**config.mk**
```make
export PLATFORM = sky130hd
export DESIGN_NAME = dac_spi_streamer
export DESIGN_NICKNAME = d
export VERILOG_FILES = /design/src/rtl/dac_spi_streamer.sv
export SDC_FILE = /design/constraint.sdc
export NUM_CORES = 1
export LEC_CHECK = 0
export CAP_MARGIN = 20
export CORE_MARGIN = 2
export CORE_UTILIZATION = 45
export CTS_CLUSTER_DIAMETER = 200
export CTS_CLUSTER_SIZE = 10
export DETAILED_ROUTE_END_ITERATION = 8
export DONT_BUFFER_PORTS = 1
export SKIP_CTS_REPAIR_TIMING = 1
export SLEW_MARGIN = 20
export SYNTH_ARGS = -nofsm -noshare
export SYNTH_HDL_FRONTEND = slang
export SYNTH_SLANG_ARGS = --single-unit
```
**constraint.sdc**
```tcl
create_clock -name c50M -period 2.1 [get_ports c50M]
set_input_delay 0.42 -clock c50M [delete_from_list [all_inputs] [get_ports c50M]]
set_output_delay 0.42 -clock c50M [all_outputs]
set_load 0.1 [all_outputs]
```
**src/rtl/dac_spi_streamer.sv**
```systemverilog
// dac_spi_streamer
// Samples an 8-bit audio bus at a fixed rate and streams each sample to a
// serial DAC over a 3-wire SPI link (mode 0, MSB first). Each 16-bit frame is
// {CTRL_BITS, sample, 4'b0000}.
//
// Optional feature macro: DAC_MUTE_EN (adds the mute input; when high on the
// sample tick the transmitted sample is forced to midscale 8'h80).
//
// Ports:
//   c50M        in   50 MHz system clock
//   reset_n     in   asynchronous active-low reset
//   sample_in   in   8-bit unsigned audio sample
//   enable      in   streaming enable; low freezes the sample timer at 0
//   mute        in   (DAC_MUTE_EN only) force midscale on the tick cycle
//   dac_sclk    out  SPI clock, idles low
//   dac_mosi    out  SPI data
//   dac_cs_n    out  SPI chip select, active low
//   busy        out  high whenever a frame is in progress
//   frame_done  out  one-cycle pulse on the first idle cycle after a frame
//   overrun     out  one-cycle pulse when a sample tick is dropped
module dac_spi_streamer #(
   parameter int unsigned SAMPLE_DIV = 6250,
   parameter int unsigned SCLK_DIV   = 5,
   parameter logic [3:0]  CTRL_BITS  = 4'b0011
) (
   input  logic       c50M,
   input  logic       reset_n,
   input  logic [7:0] sample_in,
   input  logic       enable,
`ifdef DAC_MUTE_EN
   input  logic       mute,
`endif
   output logic       dac_sclk,
   output logic       dac_mosi,
   output logic       dac_cs_n,
   output logic       busy,
   output logic       frame_done,
   output logic       overrun
);

   localparam int unsigned TW = (SAMPLE_DIV > 1) ? $clog2(SAMPLE_DIV) : 1;
   localparam int unsigned HW = (SCLK_DIV > 1) ? $clog2(SCLK_DIV) : 1;
   localparam logic [TW-1:0] TMAX = TW'(SAMPLE_DIV - 1);
   localparam logic [HW-1:0] HMAX = HW'(SCLK_DIV - 1);

   typedef enum logic [1:0] {StIdle, StSetup, StShift, StHold} state_e;

   state_e        state_q, state_d;
   logic [TW-1:0] tmr_q, tmr_d;
   logic [HW-1:0] hcnt_q, hcnt_d;
   logic          phase_q, phase_d;   // current SCLK level during SHIFT
   logic [3:0]    bit_q, bit_d;
   logic [15:0]   shreg_q, shreg_d;
   logic          done_q, done_d;
   logic          ovr_q, ovr_d;

   logic          tick;
   logic          hdone;
   logic          bit_end;            // end of a high half: one bit period finished
   logic [7:0]    sample_sel;

   assign tick    = enable && (tmr_q == TMAX);
   assign hdone   = (hcnt_q == HMAX);
   assign bit_end = (state_q == StShift) && hdone && phase_q;

`ifdef DAC_MUTE_EN
   assign sample_sel = mute ? 8'h80 : sample_in;
`else
   assign sample_sel = sample_in;
`endif

   // State register
   always_ff @(posedge c50M or negedge reset_n) begin
      if (!reset_n) begin
         state_q <= StIdle;
      end else begin
         state_q <= state_d;
      end
   end

   // Next-state logic
   always_comb begin
      state_d = state_q;
      unique case (state_q)
         StIdle:  if (tick)                  state_d = StSetup;
         StSetup: if (hdone)                 state_d = StShift;
         StShift: if (bit_end && bit_q == 4'd15) state_d = StHold;
         StHold:  if (hdone)                 state_d = StIdle;
         default:                            state_d = StIdle;
      endcase
   end

   // Output decode; combinational so a reset clears the pins in the same cycle
   always_comb begin
      dac_cs_n = 1'b1;
      dac_sclk = 1'b0;
      dac_mosi = 1'b0;
      unique case (state_q)
         StSetup: begin
            dac_cs_n = 1'b0;
            dac_mosi = shreg_q[15];
         end
         StShift: begin
            dac_cs_n = 1'b0;
            dac_sclk = phase_q;
            dac_mosi = shreg_q[15];
         end
         default: ;
      endcase
   end

   assign busy       = (state_q != StIdle);
   assign frame_done = done_q;
   assign overrun    = ovr_q;

   // Datapath next-state
   always_comb begin
      tmr_d   = enable ? ((tmr_q == TMAX) ? '0 : tmr_q + TW'(1)) : '0;
      hcnt_d  = (state_q == StIdle || hdone) ? '0 : hcnt_q + HW'(1);
      phase_d = 1'b0;
      if (state_q == StShift) begin
         phase_d = hdone ? ~phase_q : phase_q;
      end
      bit_d = bit_q;
      if (state_q == StIdle) begin
         bit_d = 4'd0;
      end else if (bit_end) begin
         bit_d = bit_q + 4'd1;
      end
      // MOSI is shreg_q[15]; shifting after each high half makes the next bit
      // appear at the start of the following low half.
      shreg_d = shreg_q;
      if (state_q == StIdle && tick) begin
         shreg_d = {CTRL_BITS, sample_sel, 4'b0000};
      end else if (bit_end) begin
         shreg_d = {shreg_q[14:0], 1'b0};
      end
      done_d = (state_q == StHold) && hdone;
      ovr_d  = tick && (state_q != StIdle);
   end

   always_ff @(posedge c50M or negedge reset_n) begin
      if (!reset_n) begin
         tmr_q   <= '0;
         hcnt_q  <= '0;
         phase_q <= 1'b0;
         bit_q   <= 4'd0;
         shreg_q <= 16'h0000;
         done_q  <= 1'b0;
         ovr_q   <= 1'b0;
      end else begin
         tmr_q   <= tmr_d;
         hcnt_q  <= hcnt_d;
         phase_q <= phase_d;
         bit_q   <= bit_d;
         shreg_q <= shreg_d;
         done_q  <= done_d;
         ovr_q   <= ovr_d;
      end
   end

endmodule

```
==> summary.txt, run 1 <==
Worst setup path
  – Crit-path max FO: 5
  – Worst Path Arrival: 1500 ps
  – Crit path capture: dac_sclk
  – CP Launch Point: state_q[0]
  – Reg2Reg Setup Slack: 350 ps
  – Crit Reg-Reg Endpoint: state_q[1]
  – Crit end category: output port
  – Setup CP Type: flop to output port
  – Reg-to-Reg Start: tmr_q[1]
  – CP Launch Type: flop
  – R2R cell count: 6
  – CP required: 1680 ps

Synthesis
  – Yosys top cell by area: dfrtp_1
  – Synth cell count leaders: dfrtp_1, nor2_1, nand2_1, inv_1, mux2i_1
  – Avg Cell Area, Syn: 10.5 sq um
  – Primary FF master, synth: dfrtp_1
  – Yosys warnings: 0
  – Asr flop ratio synth: 100%
  – Post-synth net total: 196
  – Area share of the largest cell type after synthesis: 50.3%
  – Sequential share of the synthesized area: 50.3%
  – Synth Cell Area: 0.00184 sq mm
  – Yosys reg bits: 37
  – Cells after Synth: 176
  – Largest cells by area after synthesis: dfrtp_1, ha_1, mux2i_1
  – Library cells used by synthesis: 30
  – Post-synth EDFFs: 0
  – Count leader, synth: dfrtp_1

Floorplanning
  – Rows: 23
  – Starting Density: 46.4%
  – Core box area: 0.00397 sq mm
  – Die Span X: 68.0 um
  – Die height: 68.0 um
  – I/O pin count: 17
  – Die ar.: 0.00462 sq mm

Power and ir drop
  – Peak VDD IR: 352 uV
  – Switching share of power: 22.0%
  – Sequential Power Share: 58.8%
  – Pint: 0.958 mW
  – Clock network power share: 38.4%
  – Pwr dens: 596 mW/mm^2
  – Combinational power share: 2.8%
  – NetSw: 0.271 mW
  – Leakage: 0.995 nW

STA
  – Min Tclk post-route: 1920 ps
  – Setup-failing EPs final: 0
  – Setup Skew: 5.69 ps
  – Worst slew margin relative to its limit: 75.9%
  – Slew Limit Fails: 0
  – Worst Max-Slew Pin Slew: 358 ps
  – Post-route setup slack: 184 ps
  – Fin crit share: 91.2%
  – RSZ-0062 raised after global routing: no
  – Final Hold Fails: 0
  – Setup TNS Final: 0 ps
  – F_max: 522 MHz

Detailed routing
  – DR DRC count: 0
  – Avg WL per Cell: 13.9 um
  – DR vias: 1252
  – 1st-iter DRT viols: 94
  – Total Wirelength: 3320 um
  – DR pass1 iterations: 4
  – Routed vias/inst: 5.24
  – Post-route ant nets: 0

Clock tree
  – Clk slew on worst S/H paths: 70 ps
  – Total CTS buffers: 5
  – Clock root cell: clkbuf_8
  – CTS tree: done
  – Htree depth: 2
  – Worst skew pair latency: 290 ps
  – CTS Buffer Depth: 2
  – Clk sink count: 37

Placed design
  – RePlAce Congestion: 0.900
  – DP HPWL: 2360 um
  – Post-place setup slack: 337 ps
  – Port bufs: 0

Final layout
  – Nets: 208
  – # diodes: 0
  – Fillers: 352
  – Share of cells above drive strength 1: 11.1%
  – Layout area overhead: 12.0%

Global route
  – Grt total ovfl: 0
  – GRT Total Usage: 17.2%
  – First-pass GRT wire length: 5630 um
  – Initial antenna violation count: 0
  – Pin count of the biggest net entering global routing: 38
  – Vias in the first global route: 1218

Run status
  – Run status: completed

Hold path
  – Worst hold path class: primary input to flop

Run
  – Max-Cap Viols: 0
-- cell families after synthesis --
| group | count (synthesis) | synth area share (%) |
|---|---|---|
| mux | 10 | 5.43 |
| simple gates | 75 | 22.1 |
| compound gates | 14 | 5.03 |
| fa+ha+maj | 9 | 6.11 |
| flops | 37 | 50.3 |
| buf+inv | 16 | 3.87 |
| xor+xnor | 15 | 7.13 |
-- layout by cell type, fill, tap and decap left out --
cell	instances
and4_1	2
clkbuf_8	5
o32a_1	1
clkinv_2	2
buf_12	2
and4bb_1	1
dlygate4sd3_1	1
o21a_1	1
mux2i_1	10
and3_1	5
dfrtp_1	37
nand3_1	6
or4b_1	1
or2_4	1
nor2b_1	1
nor4b_4	1
and2_1	3
xor2_1	7
ha_1	9
o21ai_1	1
inv_1	10
a221oi_2	1
clkbuf_1	1
nor4_1	1
xnor2_1	8
nand4_4	1
nor3_1	9
buf_4	8
nand2_1	17
nor2_1	20
a21boi_1	2
a21oi_1	8
nand4_1	6
-- worst min path at each step --
stage                       endpoint  depth (start not counted)          from  slack, ps
after global routing      shreg_q[4]                          2  sample_in[0]        250
after detailed placement  frame_done                          0       reset_n        130
after CTS                   tmr_q[2]                          0       reset_n       -190
after floorplan             bit_q[0]                          0       reset_n        120
final                     shreg_q[4]                          2  sample_in[0]        270
after global placement      bit_q[2]                          0       reset_n        130
-- sequential cells by signal (all words and copies together), names as in the netlist --
register    cells
hcnt_q          3
shreg_q        12
state_q         2
tmr_q          13
overrun         1
phase_q         1
bit_q           4
frame_done      1
-- through the flow --
step	utilization (%)	hold WS, ps	std cells	cell area (sq um)	power (mW)
final	52.0	273	239	2060	1.23
after global routing	52.0	252	239	2060	1.30
after CTS	51.2	-195	237	2030	1.23
after detailed placement	49.1	126	229	1950	0.752
after global placement	49.1	126	229	1950	0.751
after floorplan	-	124	176	1840	0.747
-- per-layer routing --
layer	routed length, um	vias to the layer above	GRT usage (%)
li1	-	626	-
met3	134	4	6.91
met5	0	-	0
met2	1660	19	28.3
met4	38	0	7.50
met1	1490	603	19.7
-- power by group through the flow --
stage | registers (mW) | clock network [mW] | logic (mW)
6_report | 0.723 | 0.472 | 0.0342
5_1_grt | 0.723 | 0.538 | 0.0402
4_1_cts | 0.723 | 0.494 | 0.0155
3_5_place_dp | 0.737 | 0 | 0.0154
3_3_place_gp | 0.736 | 0 | 0.0149
2_1_floorplan | 0.735 | 0 | 0.0116
-- critical path, cell delays in order, from the launching register on --
cell and delay, ps:
dfrtp_1 410, inv_1 90, ha_1 240, and2_1 170
buf_4 290
-- cell type report --
cell class              count  area [sq um]  share of cell area [%]
inverters                  10          37.5                    1.82
repair buffers             11           110                    5.34
multi-input cells         123           845                    40.9
clock buffers               6          72.6                    3.52
flip-flops and latches     37           926                    44.9
clock inverters             2          10.0                   0.485
well taps                  50          62.6                    3.03
(Power assumes the default switching activity.)
==> run 2: changes to the inputs <==
CORE_MARGIN = default   (was 2)
PLACE_DENSITY_LB_ADDON = 0.3   (was default)
==> run 2 against run 1 <==
  * Fmax decreased by 4.6%
  * Sequential power about the same
  * Utilization increased by 2.1 points
  * Global-route usage increased by 1.4 points
  * Routed wire length increased by 2.3%
  * Cell count decreased by 1.3%
  * Clock skew decreased by 2.0 ps
  * Sequential share of layout area increased by 0.25 points
  * Worst hold slack got worse by 9.7 ps
  * Critical endpoint is now busy
  * Largest cell class unchanged
==> summary.txt, run 2 (same netlist as run 1, synthesis figures left out) <==
Detailed routing
  – Routed vias/inst: 5.38 (+2.6%)
  – 1st-iter DRT viols: 92 (-2.1%)
  – Total Wirelength: 3400 um (+2.3%)
  – DR DRC count: 0 (unchanged)
  – Avg WL per Cell: 14.4 um (+3.6%)
  – DR pass1 iterations: 4 (unchanged)
  – DR vias: 1269 (+1.4%)
  – Post-route ant nets: 0 (unchanged)

Final layout
  – Nets: 208 (unchanged)
  – Reg with most FFs: tmr_q
  – Max FFs per register: 13 (unchanged)
  – Most frequent cells in the layout: dfrtp_1, nor2_1, nand2_1, inv_1, mux2i_1
  – Largest registers: tmr_q x13, shreg_q x12, bit_q x4
  – Final core occ: 54.0% (+2.1 points)
  – Layout area overhead: 11.4%
  – Commonest non-fill, non-tap cell in the layout: dfrtp_1
  – Share of cells above drive strength 1: 10.6% (-0.47 points)
  – # diodes: 0 (unchanged)
  – Design area: 0.00205 sq mm (-0.55%)

Floorplanning
  – Die Span X: 66.0 um (-2.9%)
  – Core box area: 0.00380 sq mm (-4.3%)
  – I/O pin count: 17 (unchanged)
  – Rows: 22 (-4.3%)
  – Die ar.: 0.00435 sq mm (-5.8%)
  – Die height: 66.0 um (-2.9%)
  – Starting Density: 48.5% (+2.1 points)

Worst setup path
  – Crit-path most repeated cell: inv_1
  – Crit-path max FO: 10 (+5)
  – Slowest CP cell: dfrtp_1
  – Delay-heaviest family, CP: buffers and inverters
  – Worst path cell trace: inv_1 -> ha_1 -> inv_1 -> buf_4
  – Worst Path Arrival: 1590 ps (+90 ps)
  – Setup CP Type: flop to output port
  – CP Launch Type: flop
  – Crit end category: output port
  – CP required: 1680 ps (about the same)
  – CP max stage delay: 410 ps (about the same)
  – Bufs and invs on worst path: 3 (+1)

STA
  – Slew Limit Fails: 0 (unchanged)
  – Min Tclk post-route: 2010 ps (+91.5 ps)
  – Final Hold Fails: 0 (unchanged)
  – Fin crit share: 95.6% (+4.4 points)
  – Setup-failing EPs final: 0 (unchanged)
  – Worst slew margin relative to its limit: 75.6% (-0.32 points)
  – Setup Skew: 3.74 ps (-1.95 ps)
  – Setup TNS Final: 0 ps (unchanged)
  – Worst Max-Slew Pin Slew: 366 ps (+8.07 ps)
  – RSZ-0062 raised after global routing: no
  – Post-route setup slack: 92.7 ps (-91.5 ps)
  – F_max: 498 MHz (-4.6%)

Power and ir drop
  – Leakage: 0.987 nW (-0.78%)
  – Peak VDD IR: 365 uV (+3.7%)
  – Total Power: 1.26 mW (+2.5%)
  – Pwr dens: 614 mW/mm^2 (+3.1%)

Placed design
  – Post-place setup slack: 362 ps (+24.5 ps)
  – Dpl cell area: 0.00194 sq mm (-0.77%)
  – Port bufs: 0 (unchanged)
  – RePlAce Congestion: 0.817 (-9.2%)
  – DP HPWL: 2440 um (+3.5%)

Clock tree
  – CTS tree: done
  – Total CTS buffers: 5 (unchanged)
  – Htree depth: 2 (unchanged)
  – CTS Buffer Depth: 2 (unchanged)
  – Clk sink count: 37 (unchanged)
  – Clk slew on worst S/H paths: 70 ps (about the same)
  – Clock root cell: clkbuf_8
  – Worst skew pair latency: 290 ps (about the same)

Global route
  – GRT Total Usage: 18.6% (+1.4 points)
  – Vias in the first global route: 1356 (+11%)
  – Pin count of the biggest net entering global routing: 38 (unchanged)
  – First-pass GRT wire length: 5960 um (+5.9%)
  – Grt total ovfl: 0 (unchanged)
  – Initial antenna violation count: 0 (unchanged)

Run
  – Max-Cap Viols: 0 (unchanged)

Run status
  – Run status: completed

Hold path
  – Worst hold path class: primary input to flop
-- run 2: worst paths after layout --
kind	cells past startpoint	startpoint	slack [ps]	endpoint
worst min register to register	2	shreg_q[12]	500	shreg_q[13]
min in group asynchronous	2	reset_n	590	bit_q[1]
worst min-delay path	2	sample_in[0]	260	shreg_q[4]
worst max register to register	6	tmr_q[1]	360	state_q[1]
max in group asynchronous	2	reset_n	1340	state_q[0]
worst max-delay path	4	state_q[0]	90	busy
-- run 2: where the power goes --
group,internal [mW],leakage (nW),total [mW],switching [mW]
combinational,0.0129,0.489,0.0361,0.0232
clock,0.260,0.0443,0.500,0.240
sequential,0.717,0.454,0.723,0.00633
-- run 2: area by class of cell --
type / count / area (sq um)
clock buffer: 7 / 86.3
fill: 345 / 1750
inverter: 10 / 37.5
multi-input combinational: 123 / 845
sequential: 37 / 926
tap: 48 / 60.1
timing repair buffer: 11 / 97.6
-- run 2: stage by stage --
stage          std cells  hold WS (ps)
5_1_grt              236           275
6_report             236           263
3_3_place_gp         227           125
4_1_cts              234          -190
3_5_place_dp         227           126
2_1_floorplan        176           124
-- run 2: worst reg2reg max path: cells and delay by family, from the launching register on --
kind | cells | cell delay (ps)
AO/OA/AOI/OAI | 1 | 370
adder cells (fa/ha/maj) | 1 | 130
buffers and inverters | 1 | 70
flip-flops | 1 | 410
multiplexers | 1 | 220
AND/OR/NAND/NOR | 2 | 470
-- run 2: per-layer routing --
| layer | track usage [%] | vias up | wire (um) |
|---|---|---|---|
| met5 | 0 | - | 0 |
| met4 | 9.31 | 0 | 70 |
| met3 | 4.83 | 8 | 128 |
| met2 | 31.3 | 20 | 1670 |
| met1 | 21.8 | 619 | 1530 |
| li1 | - | 622 | - |
